### config.mk
export PLATFORM = sky130hd
export DESIGN_NAME = sc_level_controller
export DESIGN_NICKNAME = d
export VERILOG_FILES = /design/src/rtl/sc_level_pkg.sv /design/src/rtl/sc_level_controller_edge.sv /design/src/rtl/sc_level_controller.sv
export SDC_FILE = /design/constraint.sdc
export NUM_CORES = 1
export LEC_CHECK = 0
export ABC_CLOCK_PERIOD_IN_PS = 2450
export CAP_MARGIN = 5
export CORE_MARGIN = 1
export CORE_UTILIZATION = 46
export DETAILED_ROUTE_END_ITERATION = 7
export HOLD_SLACK_MARGIN = 0.15
export PLACE_DENSITY = 0.76
export RECOVER_POWER = 25
export SETUP_SLACK_MARGIN = 0.4
export SLEW_MARGIN = 20
export SYNTH_ARGS = -nofsm -noshare
export SYNTH_HDL_FRONTEND = slang
export SYNTH_HIERARCHICAL = 1
export SYNTH_SLANG_ARGS = --single-unit
export TNS_END_PERCENT = 100
### constraint.sdc
create_clock -name SC_LevelCtrl_CLOCK_50 -period 2.45 [get_ports SC_LevelCtrl_CLOCK_50]
set_input_delay 0.735 -clock SC_LevelCtrl_CLOCK_50 [delete_from_list [all_inputs] [get_ports SC_LevelCtrl_CLOCK_50]]
set_output_delay 0.735 -clock SC_LevelCtrl_CLOCK_50 [all_outputs]
set_load 0.01 [all_outputs]
### src/rtl/sc_level_pkg.sv
// sc_level_pkg: shared FSM state type and encoding for the level controller.
package sc_level_pkg;
  localparam logic ST_IDLE = 1'b0;
  localparam logic ST_HOLD = 1'b1;
  typedef enum logic {IDLE = ST_IDLE, HOLD = ST_HOLD} state_t;
endpackage

### src/rtl/sc_level_controller_edge.sv
// sc_edge_fall_detect: registered falling-edge detector, previous sample resets to 1 (idle-high button).
module sc_edge_fall_detect (
  input  logic clk,
  input  logic rst,
  input  logic i_d,
  output logic o_fall
);
  logic r_prev;
  always_ff @(posedge clk) r_prev <= rst ? 1'b1 : i_d;
  assign o_fall = r_prev & ~i_d;
endmodule

### src/rtl/sc_level_controller.sv
// sc_level_controller: edge-triggered level up/down with clamp or wrap and a settle window.
// Optional down request path is built only when SC_LEVEL_CTRL_DOWN_EN is defined.
module sc_level_controller
  import sc_level_pkg::*;
#(
  parameter int LEVEL_WIDTH = 4,
  parameter int LEVEL_MAX   = 9,
  parameter int LEVEL_INIT  = 0,
  parameter int WRAP_MODE   = 0,
  parameter int HOLD_CYCLES = 4
) (
  input  logic                   SC_LevelCtrl_CLOCK_50,
  input  logic                   SC_LevelCtrl_RESET_InHigh,
  input  logic                   SC_LevelCtrl_clear_InLow,
  input  logic                   SC_LevelCtrl_load_InLow,
  input  logic [LEVEL_WIDTH-1:0] SC_LevelCtrl_data_InBUS,
  input  logic                   SC_LevelCtrl_up_InLow,
`ifdef SC_LEVEL_CTRL_DOWN_EN
  input  logic                   SC_LevelCtrl_down_InLow,
`endif
  output logic [LEVEL_WIDTH-1:0] SC_LevelCtrl_level_OutBUS,
  output logic                   SC_LevelCtrl_changed_Out,
  output logic                   SC_LevelCtrl_busy_Out,
  output logic                   SC_LevelCtrl_max_Out
);
  localparam int CW = $clog2(HOLD_CYCLES) + 1;
  localparam logic [LEVEL_WIDTH:0]   L_MAX_X = (LEVEL_WIDTH+1)'(LEVEL_MAX);
  localparam logic [LEVEL_WIDTH-1:0] L_MAX   = LEVEL_WIDTH'(LEVEL_MAX);
  localparam logic [LEVEL_WIDTH-1:0] L_INIT  = LEVEL_WIDTH'(LEVEL_INIT);
  localparam logic [CW-1:0]          L_HOLD  = CW'(HOLD_CYCLES - 1);
  state_t r_state, w_state_nx;
  logic [LEVEL_WIDTH-1:0] r_level, w_level_nx, w_load_val, w_up_val, w_dn_val;
  logic [LEVEL_WIDTH:0] w_inc;
  logic [CW-1:0] r_cnt, w_cnt_nx;
  logic r_changed, w_changed_nx, w_up_req, w_dn_req, w_up_ok, w_dn_ok, w_up_go, w_dn_go;
  sc_edge_fall_detect u_up (
    .clk(SC_LevelCtrl_CLOCK_50), .rst(SC_LevelCtrl_RESET_InHigh),
    .i_d(SC_LevelCtrl_up_InLow), .o_fall(w_up_req)
  );
`ifdef SC_LEVEL_CTRL_DOWN_EN
  sc_edge_fall_detect u_dn (
    .clk(SC_LevelCtrl_CLOCK_50), .rst(SC_LevelCtrl_RESET_InHigh),
    .i_d(SC_LevelCtrl_down_InLow), .o_fall(w_dn_req)
  );
  assign w_dn_ok  = WRAP_MODE != 0 || r_level != '0;
  assign w_dn_val = r_level == '0 ? L_MAX : r_level - 1'b1;
`else
  assign w_dn_req = 1'b0;
  assign w_dn_ok  = 1'b0;
  assign w_dn_val = r_level;
`endif
  // Widened increment so LEVEL_MAX = 2^LEVEL_WIDTH-1 cannot silently overflow
  assign w_inc      = {1'b0, r_level} + 1'b1;
  assign w_up_ok    = WRAP_MODE != 0 || w_inc <= L_MAX_X;
  assign w_up_val   = w_inc > L_MAX_X ? '0 : w_inc[LEVEL_WIDTH-1:0];
  assign w_load_val = {1'b0, SC_LevelCtrl_data_InBUS} > L_MAX_X ? L_MAX : SC_LevelCtrl_data_InBUS;
  assign w_up_go    = w_up_req & ~w_dn_req & w_up_ok;
  assign w_dn_go    = w_dn_req & ~w_up_req & w_dn_ok;
  always_comb begin
    w_state_nx   = r_state;
    w_level_nx   = r_level;
    w_cnt_nx     = r_cnt;
    w_changed_nx = 1'b0;
    if (!SC_LevelCtrl_clear_InLow || !SC_LevelCtrl_load_InLow) begin
      w_level_nx = !SC_LevelCtrl_clear_InLow ? L_INIT : w_load_val;
      w_state_nx = IDLE;
      w_cnt_nx   = '0;
    end else if (r_state == HOLD) begin
      w_state_nx = r_cnt == '0 ? IDLE : HOLD;
      w_cnt_nx   = r_cnt == '0 ? '0 : r_cnt - 1'b1;
    end else if (w_up_go || w_dn_go) begin
      w_level_nx   = w_up_go ? w_up_val : w_dn_val;
      w_changed_nx = 1'b1;
      w_state_nx   = HOLD;
      w_cnt_nx     = L_HOLD;
    end
  end
  always_ff @(posedge SC_LevelCtrl_CLOCK_50) begin
    if (SC_LevelCtrl_RESET_InHigh) begin
      r_state   <= IDLE;
      r_level   <= L_INIT;
      r_cnt     <= '0;
      r_changed <= 1'b0;
    end else begin
      r_state   <= w_state_nx;
      r_level   <= w_level_nx;
      r_cnt     <= w_cnt_nx;
      r_changed <= w_changed_nx;
    end
  end
  assign SC_LevelCtrl_level_OutBUS = r_level;
  assign SC_LevelCtrl_changed_Out  = r_changed;
  assign SC_LevelCtrl_busy_Out     = r_state == HOLD;
  assign SC_LevelCtrl_max_Out      = r_level == L_MAX;
endmodule

=== Word level (Yosys, flattened, before mapping) ===
Index checks and enable logic that the tools add are counted.

* Reductions and logical operators: 9
* Mux-type cells: 12
* Order comparisons: 3
* Add/subtract/negate cells: 2
* Bitwise operators: 3
* Equal/unequal tests: 2

{| class="wikitable"
|+ Operator list
! cell !! count
|-
| 2-to-1 mux 4 bit || 6
|-
| 2-to-1 mux 3 bit || 3
|-
| adder 4 x 1 -> 5 bit, second input constant || 1
|-
| > comparator 5 x 4 -> 1 bit, second input constant || 1
|-
| less-or-equal comparator 5 x 4 -> 1 bit, second input constant || 1
|-
| == test 4 bit, second input constant || 1
|-
| > comparator 4 bit, second input constant || 1
|-
| nonzero test 2 bit || 2
|-
| logical NOT 3 bit || 1
|-
| 2-to-1 mux 1 bit || 3
|-
| OR reduction 3 bit || 1
|-
| subtractor 3 x 1 -> 3 bit, second input constant || 1
|-
| bitwise AND 1 bit || 2
|-
| logical NOT 1 bit || 2
|-
| inequality test 2 x 1 -> 1 bit, second input constant || 1
|-
| AND reduction 2 bit || 1
|-
| OR reduction 2 bit || 1
|-
| logical OR 1 bit || 1
|-
| inverter 1 bit || 1
|}

* Logic and storage cells: 36
* Input bits: 9
* Register bits: 10

=== Longest topological paths before layout ===
* Depth in word-level cells: 6
* Gate-level depth with buffers: 7
* Mapped depth without buffers: 6

=== Hierarchy ===
The synthesis kept the hierarchy.

{| class="wikitable"
|+ Modules (own cells, without submodules)
! module !! cells an instance !! area an instance (µm²) !! times used !! sequential area each (µm²)
|-
| sc_level_controller || 71 || 576.8 || 1 || 180.2
|-
| sc_edge_fall_detect || 3 || 35.0 || 1 || 20.0
|}

=== Worst setup path before layout ===
Ideal clock, no wire load.

* Kind: in2reg
* Start: in SC_LevelCtrl_up_InLow
* End: reg r_level[1], in the netlist SC_LevelCtrl_level_OutBUS[1]
* Stages on the path: 6
* Data arrival time: 1899 ps
* Data required time: 2328 ps
* Setup time: 122 ps
* Slack: 430 ps
* Cell sequence: and2b_2 -> nor4bb_1 -> mux2i_1 -> and2_4 -> buf_6 -> o311a_1

* Word-level cells in the longest chain between the ends: 5

{| class="wikitable"
|+ RTL lines
! what !! line !! RTL
|-
| from (decl) || sc_level_controller.sv:17 || <nowiki>input logic SC_LevelCtrl_up_InLow,</nowiki>
|-
| inverter 1 bit || sc_level_controller_edge.sv:10 || <nowiki>assign o_fall = r_prev & ~i_d;</nowiki>
|-
| bitwise AND 1 bit || sc_level_controller_edge.sv:10 ||
|-
| bitwise AND 1 bit || sc_level_controller.sv:57 || <nowiki>assign w_up_go = w_up_req & ~w_dn_req & w_up_ok;</nowiki>
|-
| nonzero test 2 bit (no source line) || - ||
|-
| AND reduction 2 bit (no source line) || - ||
|-
| to (signal assigned) || sc_level_controller.sv:86 || <nowiki>r_level <= w_level_nx;</nowiki>
|-
| to (decl) || sc_level_controller.sv:32 || <nowiki>logic [LEVEL_WIDTH-1:0] r_level, w_level_nx, w_load_val, w_up_val, w_dn_val;</nowiki>
|}

Every way passes these cells.
A chain may end at the register's enable or synchronous reset.

=== Worst setup path in the final report ===
* Start: reg r_level[1], in the netlist SC_LevelCtrl_level_OutBUS[1]
* End: out SC_LevelCtrl_max_Out

* Word-level cells in the longest chain between the ends: 1

{| class="wikitable"
|+ RTL lines
! what !! line !! RTL
|-
| == test 4 bit || sc_level_controller.sv:94 || <nowiki>assign SC_LevelCtrl_max_Out = r_level == L_MAX;</nowiki>
|-
| to (decl) || sc_level_controller.sv:24 || <nowiki>output logic SC_LevelCtrl_max_Out</nowiki>
|}

Every way passes these cells.

==> results.cfg <==
[status]
status = completed

[global_routing]
first_global_vias = 540
grt_max_degree = 9
overflow = 0
grt_busiest_layer = met2
use_met1 = 0.285
use_met3 = 0.0581
grt_usage = 0.221
grt_pass1_wl_mm = 2.19
antenna_found_initial = 0
met2_usage = 0.352

[sta]
min_period_ns = 1.99
hold_slack_ns = 0.551
worst_pin_slew_ns = 0.422
rsz0062_at_grt = false
timing.final.ws_setup_ns = 0.459
slew_viol_final = 0
finalHoldViolations = 0
clock_skew_ns = 0.000136
post-route-period-util = 0.812
finalSetupTns_ns = 0
setup_viol = 0
relSlewSlack = 0.719
fmax_ghz = 0.502

[clocking]
clockBufferDepth = 2
clkSinkCount = 10
clock_latency_ns = 0.27
clk_pin_slew_ns = 0.07
cts_tree = built
htreeDepth = 1
cts_root_buf = clkbuf_4
numCtsBuffers = 3

[floorplanning]
core_area_um2 = 1170
initial_utilization = 0.522
dieWidth_um = 38.5
dieHeight_um = 38.5
die_area_um2 = 1480
ioPinCount = 16
rows = 12

[synthesis]
synth_flop_cell = dfxtp_1
synthCells = 74
ys_seq_area_frac = 0.327
synth_cell_types = 33
synth_area_um2 = 612
synth-edff-count = 0
yosysWarnings = 6
async_flop_share = 0
syn_avg_cell_area_um2 = 8.27
synth_nets = 86
ys_ff_latch = 10

[layout]
syn2layout_area_growth_pct = 38.0
drive_above_1_share = 0.179
antenna-diode-count = 0
final_util = 0.721
layout.nets = 108

[drt]
drc = 0
totalWireLength_mm = 1.45
drt-vias-per-instance = 5.63
num_vias = 614
drt_iter0_drc = 18
first_pass_iters = 5
ant_nets = 0
wire_per_inst_um = 13.3

[critical_path]
r2r_slack_ns = 0.51
path_max_fanout = 5
cp-start-kind = flop
worstPathRequired_ns = 1.71
crit_type = reg2out
endpoint_kind = output port
crit_arrival_ns = 1.26

[power]
pwr_density_cell_nw_per_um2 = 487
ir_worst_vdd_mv = 0.365
power_mw = 0.411
p_leak_nw = 0.351

[hold_path]
worst_hold_path_type = reg2reg

[placement]
io_buffer_count = 15
gp_congestion = 0.861
dpl.hpwl_mm = 1.10
detailedPlace.worstSlack_ns = 0.0159

[flow_run]
cap_viol_max_count = 0
-- critical path, stage by stage (launching register included) --
cell	delay, ns
dfxtp_4	0.37
inv_1	0.06
ha_1	0.17
and3_1	0.17
clkdlybuf4s15_1	0.22
-- where the power goes --
group | leakage, nW | switching, mW | total [mW] | internal (mW)
clock | 0.0210 | 0.0651 | 0.155 | 0.0903
sequential | 0.0833 | 0.00649 | 0.175 | 0.169
combinational | 0.247 | 0.0369 | 0.0810 | 0.0442
total | 0.351 | 0.108 | 0.411 | 0.303
-- metrics by stage --
stage | instance area (um^2) | cells
2_1_floorplan | 612 | 74
3_3_place_gp | 787 | 104
3_5_place_dp | 787 | 104
4_1_cts | 847 | 109
5_1_grt | 845 | 109
6_report | 845 | 109
-- path summary, 6_finish.rpt --
kind | from | endpoint | cells after the start
worst max-delay path | SC_LevelCtrl_level_OutBUS[1] | SC_LevelCtrl_max_Out | 4
worst min-delay path | SC_LevelCtrl_busy_Out | SC_LevelCtrl_busy_Out | 2
worst max register to register | SC_LevelCtrl_level_OutBUS[0] | SC_LevelCtrl_level_OutBUS[1] | 7
worst min register to register | SC_LevelCtrl_busy_Out | SC_LevelCtrl_busy_Out | 2
-- what timing repair did --
action | in CTS | in global routing
pin swaps | 1 | 1
hold endpoints to repair | 0 | 0
gates cloned | 0 | 0
setup buffers | 1 | 0
hold buffers | 0 | 0
gates resized for setup | 5 | 6
endpoints found under the setup margin | 3 | 6
-- registers in the layout (all words and copies together) (netlist names) --
signal                     flops
SC_LevelCtrl_busy_Out          1
SC_LevelCtrl_changed_Out       1
r_cnt                          3
SC_LevelCtrl_level_OutBUS      4
u_up/r_prev                    1
-- cells in the final DEF, fill, tap and decap left out, drive strengths merged, types with 2 or more instances in the layout --
| master | netlist | routed |
|---|---|---|
| dfxtp | 10 | 10 |
| buf | 1 | 3 |
| nor3b | 2 | 2 |
| clkbuf | 1 | 5 |
| nor2b | 3 | 3 |
| nor2 | 8 | 8 |
| and2b | 2 | 2 |
| or2 | 2 | 2 |
| ha | 3 | 3 |
| inv | 7 | 7 |
| nand3 | 2 | 2 |
| a21oi | 10 | 10 |
| clkdlybuf4s50 | 0 | 11 |
| nand2 | 2 | 2 |
| and3 | 4 | 4 |
-- cell type report --
type | instances | area [um^2]
Clock buffer | 4 | 36.3
Fill cell | 95 | 327
Inverter | 7 | 26.3
Multi-Input combinational cell | 55 | 379
Sequential cell | 10 | 206
Tap cell | 14 | 17.5
Timing Repair Buffer | 19 | 179
-- Yosys cell counts (2+ instances only) --
cell type	count	area [um^2]
a21oi_1	10	50.1
and2b_2	2	17.5
and3_1	3	18.8
dfxtp_1	10	200
ha_1	3	37.5
inv_1	7	26.3
nand2_1	2	7.51
nand3_1	2	10.0
nor2_1	8	30.0
nor2b_1	3	18.8
nor3b_1	2	15.0
-- layer usage --
layer  part of all wire  routed length [um]
met5                  0                   0
met3              0.043                  63
met4             0.0021                   3
met1               0.49                 706
met2               0.47                 677
-- cell families (layout without fill, tap and decap cells) --
group / after synthesis / after routing / share of synthesized area
fa+ha+maj: 3 / 3 / 0.0614
compound gates: 20 / 20 / 0.225
buf+inv: 9 / 30 / 0.0675
mux: 1 / 1 / 0.0164
simple gates: 31 / 31 / 0.303
flops: 10 / 10 / 0.327
Power figures use the tool's default switching activity.
